### config.mk
export PLATFORM = sky130hd
export DESIGN_NAME = move_validator_flat
export DESIGN_NICKNAME = d
export VERILOG_FILES = /design/src/rtl/reversi_pkg.sv /design/src/rtl/move_validator_if.sv /design/src/rtl/reversi_dir_step.sv /design/src/rtl/move_validator.sv /design/src/flat_wrapper.sv
export SDC_FILE = /design/constraint.sdc
export NUM_CORES = 1
export LEC_CHECK = 0
export ABC_CLOCK_PERIOD_IN_PS = 4100
export CAP_MARGIN = 20
export CORE_AREA = 4 4 74 69
export CTS_CLUSTER_DIAMETER = 80
export CTS_CLUSTER_SIZE = 20
export DETAILED_ROUTE_END_ITERATION = 8
export DIE_AREA = 0 0 78 73
export DONT_BUFFER_PORTS = 1
export PLACE_DENSITY_LB_ADDON = 0.15
export SLEW_MARGIN = 20
export SYNTH_ARGS = -nofsm -noshare
export SYNTH_HDL_FRONTEND = slang
export SYNTH_SLANG_ARGS = --single-unit
### constraint.sdc
create_clock -name clk -period 4.1 [get_ports clk]
set_clock_uncertainty 0.1 [all_clocks]
set_input_delay 0.82 -clock clk [delete_from_list [all_inputs] [get_ports clk]]
set_output_delay 0.82 -clock clk [all_outputs]
set_load 0.02 [all_outputs]
### src/rtl/reversi_pkg.sv
// Shared Reversi definitions: cell encodings, board size and direction step tables.
package reversi_pkg;

   localparam int unsigned BOARD_DIM = 8;

   localparam logic [1:0] CELL_EMPTY = 2'b00;
   localparam logic [1:0] CELL_BLACK = 2'b01;
   localparam logic [1:0] CELL_WHITE = 2'b10;

   typedef enum logic [2:0] {
      DIR_N, DIR_NE, DIR_E, DIR_SE, DIR_S, DIR_SW, DIR_W, DIR_NW
   } dirE;

   // Indexed by direction; y grows downwards (N is -1).
   localparam logic signed [3:0] DIR_DX [8] = '{
      4'sd0, 4'sd1, 4'sd1, 4'sd1, 4'sd0, -4'sd1, -4'sd1, -4'sd1
   };
   localparam logic signed [3:0] DIR_DY [8] = '{
      -4'sd1, -4'sd1, 4'sd0, 4'sd1, 4'sd1, 4'sd1, 4'sd0, -4'sd1
   };

   function automatic logic [1:0] opponent_code(input logic player);
      return player ? CELL_BLACK : CELL_WHITE;
   endfunction

endpackage

### src/rtl/move_validator_if.sv
// Controller/board-RAM signal bundle for the move validator.
interface move_validator_if #(
   parameter int unsigned ADDR_W = 6
);
   logic              check_en;
   logic [2:0]        cursor_x;
   logic [2:0]        cursor_y;
   logic              player;
   logic [ADDR_W-1:0] board_addr;
   logic [1:0]        board_data;
   logic              go;
   logic              valid_move;
   logic [7:0]        dir_mask;

   modport master (
      output check_en, cursor_x, cursor_y, player, board_data,
      input  board_addr, go, valid_move, dir_mask
   );

   modport slave (
      input  check_en, cursor_x, cursor_y, player, board_data,
      output board_addr, go, valid_move, dir_mask
   );
endinterface

### src/rtl/reversi_dir_step.sv
// One step along a direction; works in 5-bit signed so that -1 and BOARD_DIM are both visible.
module reversi_dir_step #(
   parameter int unsigned BOARD_DIM = 8
) (
   input  logic signed [3:0] pos_x,
   input  logic signed [3:0] pos_y,
   input  logic [2:0]        d,
   output logic signed [3:0] next_x,
   output logic signed [3:0] next_y,
   output logic              off_board
);
   import reversi_pkg::DIR_DX;
   import reversi_pkg::DIR_DY;

   localparam logic signed [4:0] DIM_S = 5'(BOARD_DIM);

   logic signed [3:0] dx, dy;
   logic signed [4:0] wideX, wideY;

   always_comb begin
      dx        = DIR_DX[d];
      dy        = DIR_DY[d];
      wideX     = $signed({pos_x[3], pos_x}) + $signed({dx[3], dx});
      wideY     = $signed({pos_y[3], pos_y}) + $signed({dy[3], dy});
      next_x    = wideX[3:0];
      next_y    = wideY[3:0];
      off_board = (wideX < 5'sd0) || (wideX >= DIM_S) ||
                  (wideY < 5'sd0) || (wideY >= DIM_S);
   end
endmodule

### src/rtl/move_validator.sv
// Move-check responder: scans the 8 rays from the cursor through a synchronous board RAM
// and reports which directions capture, with a one-cycle go pulse on completion.
module move_validator #(
   parameter int unsigned BOARD_DIM = 8,
   parameter int unsigned ADDR_W    = 6
) (
   input  logic             clk,
   input  logic             resetn,
   move_validator_if.slave  bus
);
   import reversi_pkg::CELL_BLACK;
   import reversi_pkg::CELL_WHITE;
   import reversi_pkg::DIR_NW;
   import reversi_pkg::opponent_code;

   typedef enum logic [2:0] {
      IDLE, RD_TARGET, EVAL_TARGET, DIR_STEP, DIR_EVAL, NEXT_DIR, DONE, RELEASE
   } stateE;

   stateE             state;
   logic [2:0]        curX, curY;
   logic              playerQ;
   logic signed [3:0] posX, posY;
   logic [2:0]        dirIdx;
   logic [2:0]        runLen;
   logic [7:0]        scratch;
   logic              firstStep;
   logic              goQ, validQ;
   logic [7:0]        maskQ;

   logic signed [3:0] baseX, baseY, nextX, nextY;
   logic              offBoard;
   logic [1:0]        ownCode, oppCode;
   logic [5:0]        addrCell;

   assign baseX   = firstStep ? $signed({1'b0, curX}) : posX;
   assign baseY   = firstStep ? $signed({1'b0, curY}) : posY;
   assign ownCode = playerQ ? CELL_WHITE : CELL_BLACK;
   assign oppCode = opponent_code(playerQ);

   reversi_dir_step #(.BOARD_DIM(BOARD_DIM)) stepper (
      .pos_x     (baseX),
      .pos_y     (baseY),
      .d         (dirIdx),
      .next_x    (nextX),
      .next_y    (nextY),
      .off_board (offBoard)
   );

   // The step target is presented during DIR_STEP so its data lands in DIR_EVAL;
   // otherwise the registered position keeps the last presented address.
   always_comb begin
      addrCell = {posY[2:0], posX[2:0]};
      if (state == DIR_STEP && !offBoard)
         addrCell = {nextY[2:0], nextX[2:0]};
   end

   assign bus.board_addr = ADDR_W'(addrCell);
   assign bus.go         = goQ;
   assign bus.valid_move = validQ;
   assign bus.dir_mask   = maskQ;

   always_ff @(posedge clk or negedge resetn) begin
      if (!resetn) begin
         state     <= IDLE;
         curX      <= '0;
         curY      <= '0;
         playerQ   <= 1'b0;
         posX      <= '0;
         posY      <= '0;
         dirIdx    <= '0;
         runLen    <= '0;
         scratch   <= '0;
         firstStep <= 1'b0;
         goQ       <= 1'b0;
         validQ    <= 1'b0;
         maskQ     <= '0;
      end else begin
         goQ <= 1'b0;
         case (state)
            IDLE: begin
               if (bus.check_en) begin
                  curX    <= bus.cursor_x;
                  curY    <= bus.cursor_y;
                  playerQ <= bus.player;
                  posX    <= $signed({1'b0, bus.cursor_x});
                  posY    <= $signed({1'b0, bus.cursor_y});
                  scratch <= '0;
                  state   <= RD_TARGET;
               end
            end
            RD_TARGET: state <= bus.check_en ? EVAL_TARGET : IDLE;
            EVAL_TARGET: begin
               if (!bus.check_en) begin
                  state <= IDLE;
               end else if (bus.board_data == CELL_BLACK || bus.board_data == CELL_WHITE) begin
                  maskQ  <= '0;
                  validQ <= 1'b0;
                  goQ    <= 1'b1;
                  state  <= DONE;
               end else begin
                  dirIdx    <= '0;
                  firstStep <= 1'b1;
                  state     <= DIR_STEP;
               end
            end
            DIR_STEP: begin
               if (!bus.check_en) begin
                  state <= IDLE;
               end else begin
                  firstStep <= 1'b0;
                  if (firstStep) runLen <= '0;
                  if (offBoard) begin
                     state <= NEXT_DIR;
                  end else begin
                     posX  <= nextX;
                     posY  <= nextY;
                     state <= DIR_EVAL;
                  end
               end
            end
            DIR_EVAL: begin
               if (!bus.check_en) begin
                  state <= IDLE;
               end else if (bus.board_data == oppCode) begin
                  runLen <= runLen + 3'd1;
                  state  <= DIR_STEP;
               end else begin
                  if (bus.board_data == ownCode && runLen != 3'd0)
                     scratch[dirIdx] <= 1'b1;
                  state <= NEXT_DIR;
               end
            end
            NEXT_DIR: begin
               if (!bus.check_en) begin
                  state <= IDLE;
               end else if (dirIdx == DIR_NW) begin
                  maskQ  <= scratch;
                  validQ <= |scratch;
                  goQ    <= 1'b1;
                  state  <= DONE;
               end else begin
                  dirIdx    <= dirIdx + 3'd1;
                  firstStep <= 1'b1;
                  state     <= DIR_STEP;
               end
            end
            DONE:    state <= RELEASE;
            RELEASE: if (!bus.check_en) state <= IDLE;
            default: state <= IDLE;
         endcase
      end
   end
endmodule

### src/flat_wrapper.sv
// flat-port wrapper written by rule: the top's interface ports become plain ports
module move_validator_flat import reversi_pkg::CELL_BLACK; import reversi_pkg::CELL_WHITE; import reversi_pkg::DIR_NW; import reversi_pkg::opponent_code;
#(
   parameter int unsigned BOARD_DIM = 8,
   parameter int unsigned ADDR_W    = 6
)
  (clk, resetn, bus_check_en, bus_cursor_x, bus_cursor_y, bus_player, bus_board_data, bus_board_addr, bus_go, bus_valid_move, bus_dir_mask);
  move_validator_if #(.ADDR_W(ADDR_W)) bus_i ();
  input  logic clk;
  input  logic resetn;
  input wire logic [$bits(bus_i.check_en)-1:0] bus_check_en;
  input wire logic [$bits(bus_i.cursor_x)-1:0] bus_cursor_x;
  input wire logic [$bits(bus_i.cursor_y)-1:0] bus_cursor_y;
  input wire logic [$bits(bus_i.player)-1:0] bus_player;
  input wire logic [$bits(bus_i.board_data)-1:0] bus_board_data;
  output wire logic [$bits(bus_i.board_addr)-1:0] bus_board_addr;
  output wire logic [$bits(bus_i.go)-1:0] bus_go;
  output wire logic [$bits(bus_i.valid_move)-1:0] bus_valid_move;
  output wire logic [$bits(bus_i.dir_mask)-1:0] bus_dir_mask;
  assign bus_i.check_en = bus_check_en;
  assign bus_i.cursor_x = bus_cursor_x;
  assign bus_i.cursor_y = bus_cursor_y;
  assign bus_i.player = bus_player;
  assign bus_i.board_data = bus_board_data;
  assign bus_board_addr = bus_i.board_addr;
  assign bus_go = bus_i.go;
  assign bus_valid_move = bus_i.valid_move;
  assign bus_dir_mask = bus_i.dir_mask;
  move_validator #(.BOARD_DIM(BOARD_DIM), .ADDR_W(ADDR_W)) u_core (.clk(clk), .resetn(resetn), .bus(bus_i));
endmodule
Yosys cells after proc, flatten, opt, wreduce, memory -nomap -nowiden
Memory sizes are Yosys's and may differ from the RTL's.
Index checks and enable logic that the tools add are counted.
{"block": "word_totals", "ff_bits": 43, "rom_bits": 64, "input_bits": 12, "output_inout_bits": 16, "word_cells": 146, "n_memories": 2}
{"block": "op_classes", "addsub": 4, "magnitude_cmp": 7, "n_eq_ne": 27, "mux": 67, "bitwise": 2, "reduce_logical": 24}
{"name": "(name not given)", "depth": 8, "word_bits": 4, "rd": 1, "rd_clocked_by_memory_dff": 0, "wr": 0, "line": "reversi_dir_step.sv:22", "source": "dy = DIR_DY[d];"}
{"name": "(name not given)", "depth": 8, "word_bits": 4, "rd": 1, "rd_clocked_by_memory_dff": 0, "wr": 0, "line": "reversi_dir_step.sv:21", "source": "dx = DIR_DX[d];"}
{"operator": "8-bit 2-to-1 mux", "count": 8}
{"operator": "3-bit 2-to-1 mux", "count": 17}
{"operator": "4-bit 2-to-1 mux", "count": 12}
{"operator": "8-bit one-hot mux with 2 select lines", "count": 2}
{"operator": "3-bit one-hot mux with 8 select lines", "count": 1}
{"operator": "2-bit != test, second input constant", "count": 10}
{"operator": "5-bit AND reduction", "count": 4}
{"operator": "4-bit one-hot mux with 2 select lines", "count": 2}
{"operator": "3-bit equality test, second input constant", "count": 5}
{"operator": "1-bit 2-to-1 mux", "count": 15}
{"operator": "3-bit one-hot mux with 2 select lines", "count": 2}
{"operator": "4-bit by 4-bit adder with 5-bit output", "count": 2}
{"operator": "5-bit greater-or-equal comparator, second input constant", "count": 2}
{"operator": "5-bit by 1-bit < comparator with 1-bit output, second input constant", "count": 2}
{"operator": "2-bit by 1-bit != test with 1-bit output, second input constant", "count": 5}
{"operator": "8-bit OR", "count": 1}
{"operator": "2-bit nonzero test", "count": 4}
{"operator": "8-bit OR reduction", "count": 1}
{"operator": "3-bit by 1-bit adder with 3-bit output, second input constant", "count": 2}
{"operator": "3-bit by 2-bit equality test with 1-bit output, second input constant", "count": 2}
{"operator": "2-bit 2-to-1 mux", "count": 3}
{"operator": "6-bit 2-to-1 mux", "count": 1}
{"operator": "6-bit AND reduction", "count": 1}
{"operator": "3-bit nonzero test", "count": 2}
{"operator": "other kinds (17)", "count": 25}

Longest topological paths before layout
{"block": "depth", "ltp_word": 12, "ltp_mapped": 12, "depth_no_buf": 11}

Hierarchy
A second synthesis with hierarchy kept.
{"block": "unflattened", "cells_unflattened": 226, "area_unflattened_um2": 2437.3}
{"mod": "move_validator", "n_inst": 1, "cells_per_inst": 195, "area_per_inst_um2": 2168.3, "seq_area_each_um2": 1076.0}
{"mod": "reversi_dir_step", "n_inst": 1, "cells_per_inst": 31, "area_per_inst_um2": 269.0, "seq_area_each_um2": 0.0}

Worst setup path after synthesis
No wires, ideal clock.
{"block": "synth_timing", "kind": "flip-flop to output port", "startpoint": "register u_core.firstStep", "endpoint": "output bus_board_addr[5]", "t_arrival_ns": 2.766, "required_ns": 3.180, "setup_slack_ns": 0.414, "stages_incl_launch_ff": 12, "n_path_buf": 2, "cell_sequence": "dfrtp_1 -> clkbuf_1 -> mux2_2 -> ha_1 -> inv_1 -> fa_1 -> nand2b_1 -> a221oi_2 -> o22ai_2 -> or2_1 -> buf_6 -> o21ai_0"}
{"block": "synth_via", "elab_chain_len": 9, "word_cells_on_any_way": 14, "cone_classes": "2 x add/sub; 4 x order compare; 3 x mux; 5 x reduce/logical"}
{"element": "start: declaration", "line": "move_validator.sv:27", "source": "logic firstStep;"}
{"element": "start signal: assignment", "line": "move_validator.sv:74", "source": "firstStep <= 1'b0;"}
{"element": "start signal: assignment", "line": "move_validator.sv:103", "source": "firstStep <= 1'b1;"}
{"element": "start signal: assignment", "line": "move_validator.sv:111", "source": "firstStep <= 1'b0;"}
{"element": "4-bit 2-to-1 mux", "line": "move_validator.sv:36", "source": "assign baseX = firstStep ? $signed({1'b0, curX}) : posX;"}
{"element": "4-bit by 4-bit adder with 5-bit output", "line": "reversi_dir_step.sv:23", "source": "wideX = $signed({pos_x[3], pos_x}) + $signed({dx[3], dx});"}
{"element": "5-bit by 1-bit < comparator with 1-bit output / 5-bit greater-or-equal comparator (equally long branches)", "line": "reversi_dir_step.sv:27", "source": "off_board = (wideX < 5'sd0) || (wideX >= DIM_S) ||"}
{"element": "1-bit logical OR (2 in a row)", "line": "reversi_dir_step.sv:27"}
{"element": "1-bit logical OR", "line": "reversi_dir_step.sv:28", "source": "(wideY < 5'sd0) || (wideY >= DIM_S);"}
{"element": "1-bit zero test", "line": "move_validator.sv:54", "source": "if (state == DIR_STEP && !offBoard)"}
{"element": "1-bit logical AND", "line": "move_validator.sv:54"}
{"element": "6-bit 2-to-1 mux *", "line": "move_validator.sv:54"}
{"element": "end: declaration", "line": "flat_wrapper.sv:16", "source": "output wire logic [$bits(bus_i.board_addr)-1:0] bus_board_addr;"}
Mark *: on every way between the ends. The rest lies on a longest branch, timed or not.

Worst setup path after layout
{"block": "layout_timing", "startpoint": "register u_core.dirIdx[0]", "endpoint": "output bus_board_addr[5]"}
{"block": "layout_via", "elab_chain_len": 12, "word_cells_on_any_way": 19, "cone_classes": "2 x add/sub; 4 x order compare; 5 x mux; 1 x bitwise; 5 x reduce/logical; 2 x memory"}
{"element": "start: declaration", "line": "move_validator.sv:24", "source": "logic [2:0] dirIdx;"}
{"element": "start signal: assignment", "line": "move_validator.sv:143", "source": "dirIdx <= dirIdx + 3'd1;"}
{"element": "3-bit inverter with 4-bit output (implied by the code) *", "line": "reversi_dir_step.sv:21, reversi_dir_step.sv:22"}
{"element": "memory 8 x 4 bit"}
{"element": "4-bit 2-to-1 mux (implied by the code) (2 in a row)", "line": "reversi_dir_step.sv:21"}
{"element": "4-bit by 4-bit adder with 5-bit output", "line": "reversi_dir_step.sv:23"}
{"element": "5-bit by 1-bit < comparator with 1-bit output / 5-bit greater-or-equal comparator (equally long branches)", "line": "reversi_dir_step.sv:27"}
{"element": "1-bit logical OR (2 in a row)", "line": "reversi_dir_step.sv:27"}
{"element": "1-bit logical OR", "line": "reversi_dir_step.sv:28"}
{"element": "1-bit zero test", "line": "move_validator.sv:54"}
{"element": "1-bit logical AND", "line": "move_validator.sv:54"}
{"element": "6-bit 2-to-1 mux *", "line": "move_validator.sv:54"}
Mark *: on every way between the ends. The rest lies on a longest branch, timed or not. The select of a mux whose other input is x is not followed.

==> metrics <==
CP Max Fanout 8; Initial Utilization 0.578; Worst-path clk slew 0.09 ns; worst path bufs/invs 4; worst skew pair latency 0.30 ns; Synth Warn # 0; DR pass1 iterations 4; DP Cell Count 307; Synth Register Bits 43; dpl cell area about 0.0026 mm2; Critical Path AT 3.01 ns; filler instances 375; Tot GR Track Use 0.187; Final WS setup 0.171 ns; Worst Hold Class input port to async pin; fin nets 280; TritonCTS Buffers 5; share of cells above drive strength 1 0.202; dpl hpwl between 3000 and 4000 um; post-route cell area 0.00267 mm2; GPL Wtd Cong 0.923; Worst EP required 3.18 ns; row cnt 23; syn nets 279; fin crit period 3.93 ns; final setup TNS 0 ns; crit path cell chain inv_1 -> ha_1 -> inv_1 -> ha_1 -> inv_1 -> fa_1 -> nand2b_1 -> a221oi_2 -> o22ai_2 -> or2_4 -> o21ai_0 -> buf_4; IO Count 28; global-route wire length before repair 8230 um; Post-synth EDFFs 0; Most Frequent Cell on Critical Path inv_1; Residual DRC 0; DRT iter0 DRCs 87; Rel. slew slack 0.646; total core area around 0.0043 mm2; Async SR Flop Fraction 1.00; remaining antenna violation count 0; Clock Path Buffers 2; CTS H-tree lvls 2; CTS root buf clkbuf_8; max cap viols 0; post-synthesis sequential area ratio 0.428; top_reg_cell synth dfrtp_1; maximum vdd drop approximately 0.00035 V; CTS tree yes; WL per Instance around 15 um; Final Non-Filler Cells 315; RSZ-0062 raised after global routing false; die area 0.00569 mm2; final-report hold violation count 0; Worst Tran Pin Value 0.530 ns; WL final between 4000 and 5000 um; Port Buffers 0; Sink Count 43; drt via density 5.57; Die Ht 73 um; postcts setup bufs 0; initial antenna violation count 0; crit path max-delay cell type dfrtp_1; Static Leak around 1.2 nW; Pwr per Cell Area 649 mW/mm2; cell family with most CP delay adder cells; post-cts hold buffer count 0; pre-CTS WS 0.353 ns; period utilization 0.958; CP startpoint kind flip-flop; CP peak stage delay 0.47 ns; Setup crit end kind primary output; Final setup viols 0; pin count of the biggest net entering global routing 44; fmax around 0.25 GHz; Cells after Synth 251; syn_area_per_cell 10.0 um2; number of global-route vias before repair 1681; Die W 78 um; DR vias roughly 1.8k; post-synthesis cell area 0.00251 mm2; ANT cells 0; Setup CP Type flip-flop to primary output; Yosys cell types 45; fin. max-slew vios 0; area delta synth->final 6.27%; outcome complete, no violations; final hold slack 0.0954 ns; total power draw around 1.7 mW; final core utilization 0.615; global route overflow 0
cell usage in the layout (no fill, tap or decap), types with 4 or more instances in the layout:
cell,synthesis,layout
o21ai_0,20,19
ha_1,14,14
dfrtp_1,43,41
nand2b_1,5,5
mux2_4,4,4
nand2_1,29,29
nor2b_1,5,4
mux2_2,23,23
nor2_1,21,21
inv_1,17,17
clkbuf_8,0,5
buf_4,0,4
a21oi_1,8,8
final timing paths:
path / startpoint / depth (start not counted) / to / slack [ns]
worst max-delay path: u_core.dirIdx[0] / 12 / bus_board_addr[5] / 0.17
worst min-delay path: resetn / 0 / u_core.bus.dir_mask[4] / 0.1
worst max register to register: u_core.dirIdx[0] / 11 / u_core.posY[1] / 1.04
worst min register to register: u_core.posY[3] / 2 / u_core.posY[3] / 0.41
max in group asynchronous: resetn / 0 / u_core.firstStep / 3.71
min in group clk: u_core.posY[3] / 2 / u_core.posY[3] / 0.41
sequential cells by signal (all words and copies together) (netlist names):
register               count
u_core.scratch             8
u_core.curX                3
u_core.playerQ             1
u_core.posY                4
u_core.bus.valid_move      1
u_core.state               3
u_core.posX                4
u_core.bus.dir_mask        8
u_core.curY                3
u_core.dirIdx              3
u_core.runLen              3
u_core.bus.go              1
u_core.firstStep           1
routing by layer:
metal  GRT usage  wire, um
met3      0.0494       233
met1       0.252      2310
met5           0         0
met4      0.0816        87
met2       0.285      2160
Yosys cell counts (2+ instances only):
cell      instances  area share
dfrtp_1          43        0.43
a41oi_1           3       0.010
a31oi_1           2      0.0050
ha_1             14       0.070
buf_2             4      0.0080
nor2b_1           5       0.012
nand3_1           3      0.0060
mux2_4            4       0.024
o21ai_0          20       0.040
nor4_1            2      0.0050
nand2_1          29       0.043
a221o_1           2      0.0080
mux2_2           23        0.10
a21o_1            3      0.0090
and3_1            3      0.0075
clkbuf_1          5      0.0075
nand3b_1          3      0.0090
inv_1            17       0.025
nand2b_1          5       0.012
o211a_1           2      0.0080
xor2_1            3       0.010
a21oi_1           8       0.016
a211oi_1          3      0.0090
nor3_1            2      0.0040
or3b_2            2      0.0070
fa_1              2       0.016
nor2_1           21       0.031
kinds of logic (layout without fill, tap and decap cells):
group / count (synthesis) / in the layout / synth area share
AND/OR/NAND/NOR: 80 / 80 / 0.153
AO/OA/AOI/OAI: 54 / 54 / 0.146
flip-flops: 43 / 43 / 0.428
multiplexers: 28 / 28 / 0.131
buffers and inverters: 27 / 29 / 0.0453
adder cells (fa/ha/maj): 16 / 16 / 0.0856
XOR/XNOR: 3 / 3 / 0.0105
power breakdown:
part | total (mW) | leakage [nW] | internal, mW | switching [mW]
logic | 0.798 | 0.645 | 0.392 | 0.406
registers | 0.655 | 0.561 | 0.531 | 0.124
clock network | 0.280 | 0.0408 | 0.122 | 0.158
total | 1.73 | 1.25 | 1.05 | 0.688
area by class of cell:
| type | count | area (um2) | share of cell area |
|---|---|---|---|
| Multi-Input combinational cell | 181 | 1330 | 0.497 |
| Sequential cell | 43 | 1080 | 0.404 |
| Tap cell | 62 | 77.6 | 0.0290 |
| Clock buffer | 5 | 68.8 | 0.0258 |
| Inverter | 17 | 63.8 | 0.0239 |
| Timing Repair Buffer | 4 | 30.0 | 0.0112 |
| Clock inverter | 3 | 23.8 | 0.00890 |
timing repair:
action                     CTS  global route
resized for setup            1             4
pin swaps                    0             0
setup endpoints to repair    4             6
(Power assumes the default switching activity.)
